### src/rtl/leg_cmd_sequencer_3l_pkg.sv
// Shared encodings for the 3-level leg command sequencer: levels, topology,
// commutation type and sequencer state.
package leg_cmd_sequencer_3l_pkg;

    localparam logic [1:0] LEV_O   = 2'd0;
    localparam logic [1:0] LEV_P   = 2'd1;
    localparam logic [1:0] LEV_N   = 2'd2;
    localparam logic [1:0] LEV_OFF = 2'd3;

    localparam logic [1:0] NOOUT = 2'd0;
    localparam logic [1:0] NPC   = 2'd1;
    localparam logic [1:0] NPP   = 2'd2;
    localparam logic [1:0] ANPC  = 2'd3;

    localparam logic [1:0] TYPE_I   = 2'd0;
    localparam logic [1:0] TYPE_IU  = 2'd1;
    localparam logic [1:0] TYPE_II  = 2'd2;
    localparam logic [1:0] TYPE_III = 2'd3;

    typedef enum logic [2:0] {
        ST_OFF    = 3'd0,
        ST_RUN    = 3'd1,
        ST_BRIDGE = 3'd2,
        ST_CFG    = 3'd3,
        ST_FAULT  = 3'd4
    } seq_state_t;

    // P<->N swaps must pass through zero.
    function automatic logic is_opposite(input logic [1:0] cur, input logic [1:0] tgt);
        return ((cur == LEV_P) && (tgt == LEV_N)) || ((cur == LEV_N) && (tgt == LEV_P));
    endfunction

endpackage

### src/rtl/leg_cmd_sequencer_3l_dwell_timer.sv
// Minimum-hold timer: load wins over decrement, clear wins over load;
// decrements only on ce while nonzero. One-clk update latency, no backpressure.
module leg_cmd_sequencer_3l_dwell_timer #(
    parameter int DW = 8
) (
    input  logic          clk,
    input  logic          rst,
    input  logic          ce,
    input  logic          load,
    input  logic          clr,
    input  logic [DW-1:0] load_val,
    output logic          zero
);

    logic [DW-1:0] cnt;

    always_ff @(posedge clk or posedge rst) begin
        if (rst) begin
            cnt <= '0;
        end else if (clr) begin
            cnt <= '0;
        end else if (load) begin
            cnt <= load_val;
        end else if (ce && (cnt != '0)) begin
            cnt <= cnt - 1'b1;
        end
    end

    assign zero = (cnt == '0);

endmodule

### src/rtl/leg_cmd_sequencer_3l.sv
// Per-leg level sequencer: dwell-timed, zero-bridged v_lev stream plus decoder config.
// v_lev/config registered (1 clk); cfg_req is held pending until the leg is OFF and idle.
module leg_cmd_sequencer_3l
    import leg_cmd_sequencer_3l_pkg::*;
#(
    parameter int DW = 8
) (
    input  logic          clk,
    input  logic          rst,
    input  logic          ce,
    input  logic          en,
    input  logic [1:0]    req_lev,
    input  logic [DW-1:0] t_dwell,
    input  logic          fault,
    input  logic          fault_clr,
    input  logic          cfg_req,
    input  logic [1:0]    cfg_npc_type,
    input  logic [1:0]    cfg_comm_type,
    output logic [1:0]    v_lev,
    output logic [1:0]    npc_type,
    output logic [1:0]    comm_type_anpc,
    output logic          cfg_ack,
    output logic          busy,
    output logic          fault_act
);

    seq_state_t state_q, state_d;
    logic [1:0] v_lev_d, npc_d, comm_d;
    logic       ack_d;
    logic       en_q;
    logic       dw_load, dw_clr, dw_zero;
    logic       elig;
    logic       stop_req;

    leg_cmd_sequencer_3l_dwell_timer #(.DW(DW)) u_dwell (
        .clk      (clk),
        .rst      (rst),
        .ce       (ce),
        .load     (dw_load),
        .clr      (dw_clr),
        .load_val (t_dwell),
        .zero     (dw_zero)
    );

    assign elig     = ce && dw_zero;
    assign stop_req = !en || (req_lev == LEV_OFF);

    always_comb begin
        state_d = state_q;
        v_lev_d = v_lev;
        npc_d   = npc_type;
        comm_d  = comm_type_anpc;
        ack_d   = 1'b0;
        dw_load = 1'b0;
        dw_clr  = 1'b0;
        if (fault) begin
            state_d = ST_FAULT;
            v_lev_d = LEV_OFF;
            dw_clr  = 1'b1;
        end else begin
            case (state_q)
                ST_OFF: begin
                    // A config request beats a run start that rises in the same cycle.
                    if (cfg_req && dw_zero && (!en || !en_q)) begin
                        state_d = ST_CFG;
                        npc_d   = cfg_npc_type;
                        comm_d  = cfg_comm_type;
                        ack_d   = 1'b1;
                        dw_load = 1'b1;
                    end else if (elig && en && (req_lev != LEV_OFF)) begin
                        state_d = ST_RUN;
                        v_lev_d = req_lev;
                        dw_load = 1'b1;
                    end
                end
                ST_RUN: begin
                    if (elig) begin
                        if (stop_req) begin
                            state_d = ST_OFF;
                            v_lev_d = LEV_OFF;
                            dw_load = 1'b1;
                        end else if (is_opposite(v_lev, req_lev)) begin
                            state_d = ST_BRIDGE;
                            v_lev_d = LEV_O;
                            dw_load = 1'b1;
                        end else if (req_lev != v_lev) begin
                            v_lev_d = req_lev;
                            dw_load = 1'b1;
                        end
                    end
                end
                ST_BRIDGE: begin
                    if (elig) begin
                        if (stop_req) begin
                            state_d = ST_OFF;
                            v_lev_d = LEV_OFF;
                            dw_load = 1'b1;
                        end else begin
                            state_d = ST_RUN;
                            if (req_lev != LEV_O) begin
                                v_lev_d = req_lev;
                                dw_load = 1'b1;
                            end
                        end
                    end
                end
                ST_CFG: begin
                    if (dw_zero) begin
                        state_d = ST_OFF;
                    end
                end
                ST_FAULT: begin
                    if (fault_clr) begin
                        state_d = ST_OFF;
                        dw_load = 1'b1;
                    end
                end
                default: begin
                    state_d = ST_OFF;
                    v_lev_d = LEV_OFF;
                end
            endcase
        end
    end

    always_ff @(posedge clk or posedge rst) begin
        if (rst) begin
            state_q        <= ST_OFF;
            v_lev          <= LEV_OFF;
            npc_type       <= NOOUT;
            comm_type_anpc <= TYPE_I;
            cfg_ack        <= 1'b0;
            en_q           <= 1'b0;
        end else begin
            state_q        <= state_d;
            v_lev          <= v_lev_d;
            npc_type       <= npc_d;
            comm_type_anpc <= comm_d;
            cfg_ack        <= ack_d;
            en_q           <= en;
        end
    end

    assign busy      = !dw_zero || (state_q == ST_BRIDGE) || (state_q == ST_CFG);
    assign fault_act = (state_q == ST_FAULT);

endmodule

### config.mk
export PLATFORM = sky130hd
export DESIGN_NAME = leg_cmd_sequencer_3l
export DESIGN_NICKNAME = d
export VERILOG_FILES = /design/src/rtl/leg_cmd_sequencer_3l_pkg.sv /design/src/rtl/leg_cmd_sequencer_3l_dwell_timer.sv /design/src/rtl/leg_cmd_sequencer_3l.sv
export SDC_FILE = /design/constraint.sdc
export NUM_CORES = 1
export LEC_CHECK = 0
export CORE_UTILIZATION = 35
export DETAILED_ROUTE_END_ITERATION = 10
export GPL_TIMING_DRIVEN = 0
export PLACE_DENSITY_LB_ADDON = 0.3
export SYNTH_ARGS = -nofsm -noshare
export SYNTH_HDL_FRONTEND = slang
export SYNTH_SLANG_ARGS = --single-unit
### constraint.sdc
create_clock -name clk -period 2.8 [get_ports clk]
set_input_delay 0.56 -clock clk [delete_from_list [all_inputs] [get_ports clk]]
set_output_delay 0.56 -clock clk [all_outputs]
set_load 0.01 [all_outputs]
### Word level (Yosys, flattened, before mapping)

Index checks and enable logic that the tools add are counted.

* bits in registers: 19
* output and inout port bits: 9

* add/sub/neg operators: 1
* eq/ne operators: 22
* mux-type cells: 41
* bitwise operators: 1
* reduce and logical (&&, ||, !) cells: 25

Operators with widths (number)
* $mux 3: 9
* $mux 8: 3
* $mux 2: 10
* $ne 3x3->1 const B: 6
* $mux 1: 16
* $pmux 3 s5: 1
* $ne 4x4->1 const B: 3
* $logic_and 1x1->1: 8
* $logic_not 8->1: 1
* $pmux 2 s4: 1
* $reduce_bool 8->1: 1
* $sub 8x1->8 const B: 1
* $reduce_and 7->1: 1
* $eq 2x2->1 const B: 3
* $eq 3x2->1 const B: 2
* $reduce_and 6->1: 1
* $logic_or 1x1->1: 5
* $ne 5x5->1 const B: 1
* $eq 2x1->1 const B: 2
* $pmux 1 s4: 1
* $eq 3x1->1 const B: 1
* $eq 3x3->1 const B: 1
* $logic_not 1->1: 3
* $logic_not 3->1: 1
* other kinds (8): 8

### Logic depth before layout (Yosys ltp)

* depth in word-level cells: 10
* gate-level depth with buffers: 8

### By module

From an unflattened synthesis, not the netlist that was laid out.

* cells, all modules: 159
* area total of the unflattened synthesis: 1425.1 um2

By module, submodules not included
* leg_cmd_sequencer_3l: times used 1, cells an instance 98, area an instance 862.1 um2, seq. area each 277.8 um2
* leg_cmd_sequencer_3l_dwell_timer: times used 1, cells an instance 61, area an instance 563.0 um2, seq. area each 200.2 um2

### Worst setup path before layout

OpenSTA, ideal clock, no wires.

* path type: reg2reg
* start point: reg u_dwell.cnt[0]
* end point: reg u_dwell.cnt[2]
* library setup time: 125 ps
* data arrival time: 1913 ps
* path slack: 762 ps
* stages on the path, launching flop included: 8
* path buffers: 0
* cells stage by stage: dfrtp_1 > inv_1 > ha_1 > nor3b_1 > nand2_4 > o31a_1 > o21ai_2 > mux2_2

* word-level cells in the longest chain between the ends: 10
* elaborated cells on any way between the ends: 19
* classes of those cells: add/sub: 1; mux: 9; reduce/logical: 9

RTL lines
* from (decl): RTL line leg_cmd_sequencer_3l_dwell_timer.sv:15 `logic [DW-1:0] cnt;`
* from (signal assigned): RTL line leg_cmd_sequencer_3l_dwell_timer.sv:23 `cnt <= load_val;`
* from (signal assigned): RTL line leg_cmd_sequencer_3l_dwell_timer.sv:25 `cnt <= cnt - 1'b1;`
* $logic_not 8->1: RTL line leg_cmd_sequencer_3l_dwell_timer.sv:29 `assign zero = (cnt == '0);`
* $logic_and 1x1->1: RTL line leg_cmd_sequencer_3l.sv:45 `assign elig = ce && dw_zero;`
* $logic_and 1x1->1 (2 in series): RTL line leg_cmd_sequencer_3l.sv:70 `end else if (elig && en && (req_lev != LEV_OFF)) begin`
* $mux 1: RTL line leg_cmd_sequencer_3l.sv:70
* $mux 1: RTL line leg_cmd_sequencer_3l.sv:64 `if (cfg_req && dw_zero && (!en || !en_q)) begin`
* $pmux 1 s4: RTL line leg_cmd_sequencer_3l.sv:61 `case (state_q)`
* $mux 1: RTL line leg_cmd_sequencer_3l.sv:56 `if (fault) begin`
* $mux 8: RTL line leg_cmd_sequencer_3l_dwell_timer.sv:22 `end else if (load) begin`
* $mux 8: RTL line leg_cmd_sequencer_3l_dwell_timer.sv:20 `end else if (clr) begin`

Parallel ways exist; a longest one is shown, timed or not. The select of a mux whose other input is x is not followed.
A chain may end at the register's enable or synchronous reset.

### Worst setup path after layout

* start point: reg u_dwell.cnt[0]
* end point: out busy

* word-level cells in the longest chain between the ends: 4

RTL lines
* $logic_not 8->1: RTL line leg_cmd_sequencer_3l_dwell_timer.sv:29
* $logic_not 1->1: RTL line leg_cmd_sequencer_3l.sv:144 `assign busy = !dw_zero || (state_q == ST_BRIDGE) || (state_q == ST_CFG);`
* $logic_or 1x1->1 (2 in series): RTL line leg_cmd_sequencer_3l.sv:144
* to (decl): RTL line leg_cmd_sequencer_3l.sv:23 `output logic busy,`

No other way between the ends.

==> results.md <==
* Post-synth EDFFs at 0
* GRT Total Usage at 17.9%
* Antenna diodes at 0
* Top FF cell, synth: dfrtp_1
* Reg-to-reg endpoint: u_dwell.cnt[4]
* Outcome: finished clean
* Mean Syn Cell Area at 9.62 µm²
* CP max-delay cell: clkdlybuf4s50_1
* Post-synth cell types at 55
* CP max stage delay at 530 ps
* Dpl ws at 67.9 ps
* Xor/xnor share of the synthesized area at 2.43%
* Final worst slack at 94.3 ps
* Syn Std Cell Area at 1440 µm²
* Clock Tree Root: clkbuf_8
* Final Max Slew Viols at 0
* Vias in the first global route at 1300
* Buf/Inv on CP at 3
* DR vias at 1301
* Worst Setup EP: busy
* DRT met1 WL at 1650 µm
* Initial Utilization at 38.0%
* Tightest Pin Transition at 723 ps
* CORE AREA at 3800 µm²
* Final-stage net count at 207
* Max layer used: met4
* Post-Synth Simple-Gate Area at 25.5%
* TritonRoute pass-1 iters at 4
* WP data arrival at 2150 ps
* Fraction of layout instances using a drive strength above 1 at 18.0%
* Register area share after synthesis at 33.1%
* Cell Int Power at 0.703 mW
* H-Tree Depth at 1
* CTS buffer count at 3
* Finished Cell Area at 1850 µm²
* Worst Hold Class: reg -> reg
* Async SR Flop Fraction at 100%
* Yosys reg bits at 19
* Largest cells by area after synthesis: dfrtp_1, mux2_2, a21oi_1, dfstp_2, nor4bb_1
* Slew headroom at 51.7%
* DR WL/cell at 15.4 µm
* Setup slack, reg-to-reg at 550 ps
* Post-synthesis mux area share at 8.33%
* Maxcap violations at 0
* Routed wl met2 at 1820 µm
* Post-synth top cells: dfrtp_1, a21oi_1, inv_1, mux2_2, o21ai_0
* Ports at 30
* Hold Vio Cnt, Final at 0
* Cells along the critical path: inv_1 > ha_1 > nor3b_4 > clkbuf_4 > nand3_1 > clkdlybuf4s50_1
* Max Freq at 0.370 GHz
* Total wire length at 3550 µm
* CTS Hold Bufs at 0
* Top cell type by total area after synthesis: dfrtp_1
* Reg2Reg Depth at 5
* Post-route ant nets at 0
* GP Congestion at 0.881
* Die area at 4380 µm²
* CTS tree: yes
* Syn Inst Count at 150
* Post-Syn Nets at 173
* NetSw at 0.399 mW
* YS warnings at 0
* Worst setup EP type: output port
* Clock sinks at 19
* Tmin final at 2710 ps
* Crit. path cell count at 6
* Aggregate global routing overflow at 0
* IO buf count at 29
* Placed cell area at 1790 µm²
* Final setup vio count at 0
* Clock input transition at the sequential cells of the worst setup and hold paths at 70 ps
* Critical Path Fanout Max at 10
* Initial DRC Count at 42
* Final Core Density at 48.8%
* Gate power share at 47.2%
* Largest family of logic cells by synthesized area: simple AND/OR/NAND/NOR gates
* Setup Buffers After CTS at 0
* Pin count of the biggest net entering global routing at 20
* Clk_skew at 2.13 ps
* Area delta synth->final at 28.4%
* Clock latency on the worst-skew pair at 250 ps
* Final HPWL DP at 2720 µm
* Unrepaired setup endpoints after global routing: false
* Clock share of power at 17.5%
* Final period utilization at 96.6%
* Switching Fraction at 36.2%
* Top-count cell post-synth: dfrtp_1
* FF-to-FF Start: u_dwell.cnt[2]
* Setup CP Type: reg -> out
* Synth Area in Compound Gates at 23.1%
* Bufs on Longest Clock Path at 2
* Worst hold stages at 1
* DIE WIDTH at 66.2 µm
* Type of origin of the critical path: register
* Maximum VDD drop at 0.270 mV
* Initial antenna violation count at 0
* Pwr/cell area at 595 nW/µm²
* Avg Vias per Cell at 5.63
* CP required at 2240 ps
* Synth Area in Adders at 2.43%
* Share of the synthesized area in the top cell type at 29.5%
* Lkg Pwr at 0.761 nW
* Cell family with most CP delay: buffers and inverters
* Placement Rows at 22
* Metal3 WL at 57 µm
* Die H at 66.2 µm
* Setup TNS at 0 ps
* Crit path from: u_dwell.cnt[0]
* First-pass GRT wire length at 6020 µm
* DRC Markers at 0
* Hold slack final at 511 ps
* Sequential power share at 35.3%
==> registers in the layout, indices dropped and copies added, names as in the netlist <==
signal	cells
u_dwell.cnt	8
state_q	3
comm_type_anpc	2
npc_type	2
v_lev	2
cfg_ack	1
en_q	1
==> layer usage <==
layer  global-route usage, %  vias up
met2                    31.1       16
met5                       0        -
met4                    3.99        0
li1                        -      638
met3                    2.76        4
met1                    23.1      643
==> what timing repair did <==
action	in CTS	in global routing
gates resized for setup	1	2
pin swaps	0	0
setup endpoints to repair	1	1
==> metrics by stage <==
step,power (mW),cells
3_5_place_dp,0.893,227
6_report,1.10,231
4_1_cts,1.09,231
2_1_floorplan,0.703,150
3_3_place_gp,0.874,227
5_1_grt,1.17,231
==> how the worst min path moves through the flow <==
stage / from / end
floorplan: rst / cfg_ack
CTS: npc_type[0] / npc_type[0]
detailed placement: npc_type[0] / npc_type[0]
global placement: comm_type_anpc[0] / comm_type_anpc[0]
finish: npc_type[0] / npc_type[0]
global route: npc_type[1] / npc_type[1]
==> power groups by stage <==
stage / logic [mW] / registers [mW] / clock network, mW
after floorplan: 0.306 / 0.397 / 0
after global placement: 0.489 / 0.385 / 0
after detailed placement: 0.504 / 0.389 / 0
after CTS: 0.509 / 0.386 / 0.196
after global routing: 0.562 / 0.397 / 0.212
final: 0.520 / 0.390 / 0.193
==> layout make-up <==
type / instances / area (µm²)
Buffer: 7 / 46.3
Clock buffer: 3 / 41.3
Clock inverter: 1 / 5.00
Fill cell: 364 / 1950
Inverter: 8 / 30.0
Multi-Input combinational cell: 116 / 902
Sequential cell: 19 / 478
Tap cell: 48 / 60.1
Timing Repair Buffer: 29 / 290
==> cells by family (layout without fill, tap and decap cells) <==
logic type / count (synthesis) / count (layout)
AOI/OAI and AO/OA: 48 / 48
xor gates and xnor gates: 4 / 4
adders and majority gates: 3 / 3
buffers and inverters: 15 / 48
DFF: 19 / 19
muxes: 11 / 11
and+or+nand+nor: 50 / 50
==> placed cells by master, fill, tap and decap left out, types with 2 or more instances in the layout <==
cell              n
nand2_1           6
a31oi_1           2
nand3_1           3
or4_1             3
nand3b_1          2
nand2b_1          2
o31ai_1           6
a2bb2oi_1         2
a21oi_1          11
o211ai_1          6
inv_1             8
nor2_1            4
clkbuf_1          3
nor3b_1           2
nor3_1            3
nor4bb_1          5
dfrtp_1          17
clkdlybuf4s50_1  29
clkbuf_8          3
nor4_4            2
dfstp_2           2
nor2b_1           4
mux2i_1           3
or2_2             3
o31a_1            2
o21ai_0           7
xnor2_1           3
ha_1              2
mux2_2            8
==> worst register-to-register path, stage by stage, from the launching register on <==
cell and delay [ps]:
dfrtp_1 470, nor4_4 610, nand2_4 150, o31a_1 350
o21ai_2 200, mux2_2 360
No activity file was read; power rests on OpenSTA's default activity.
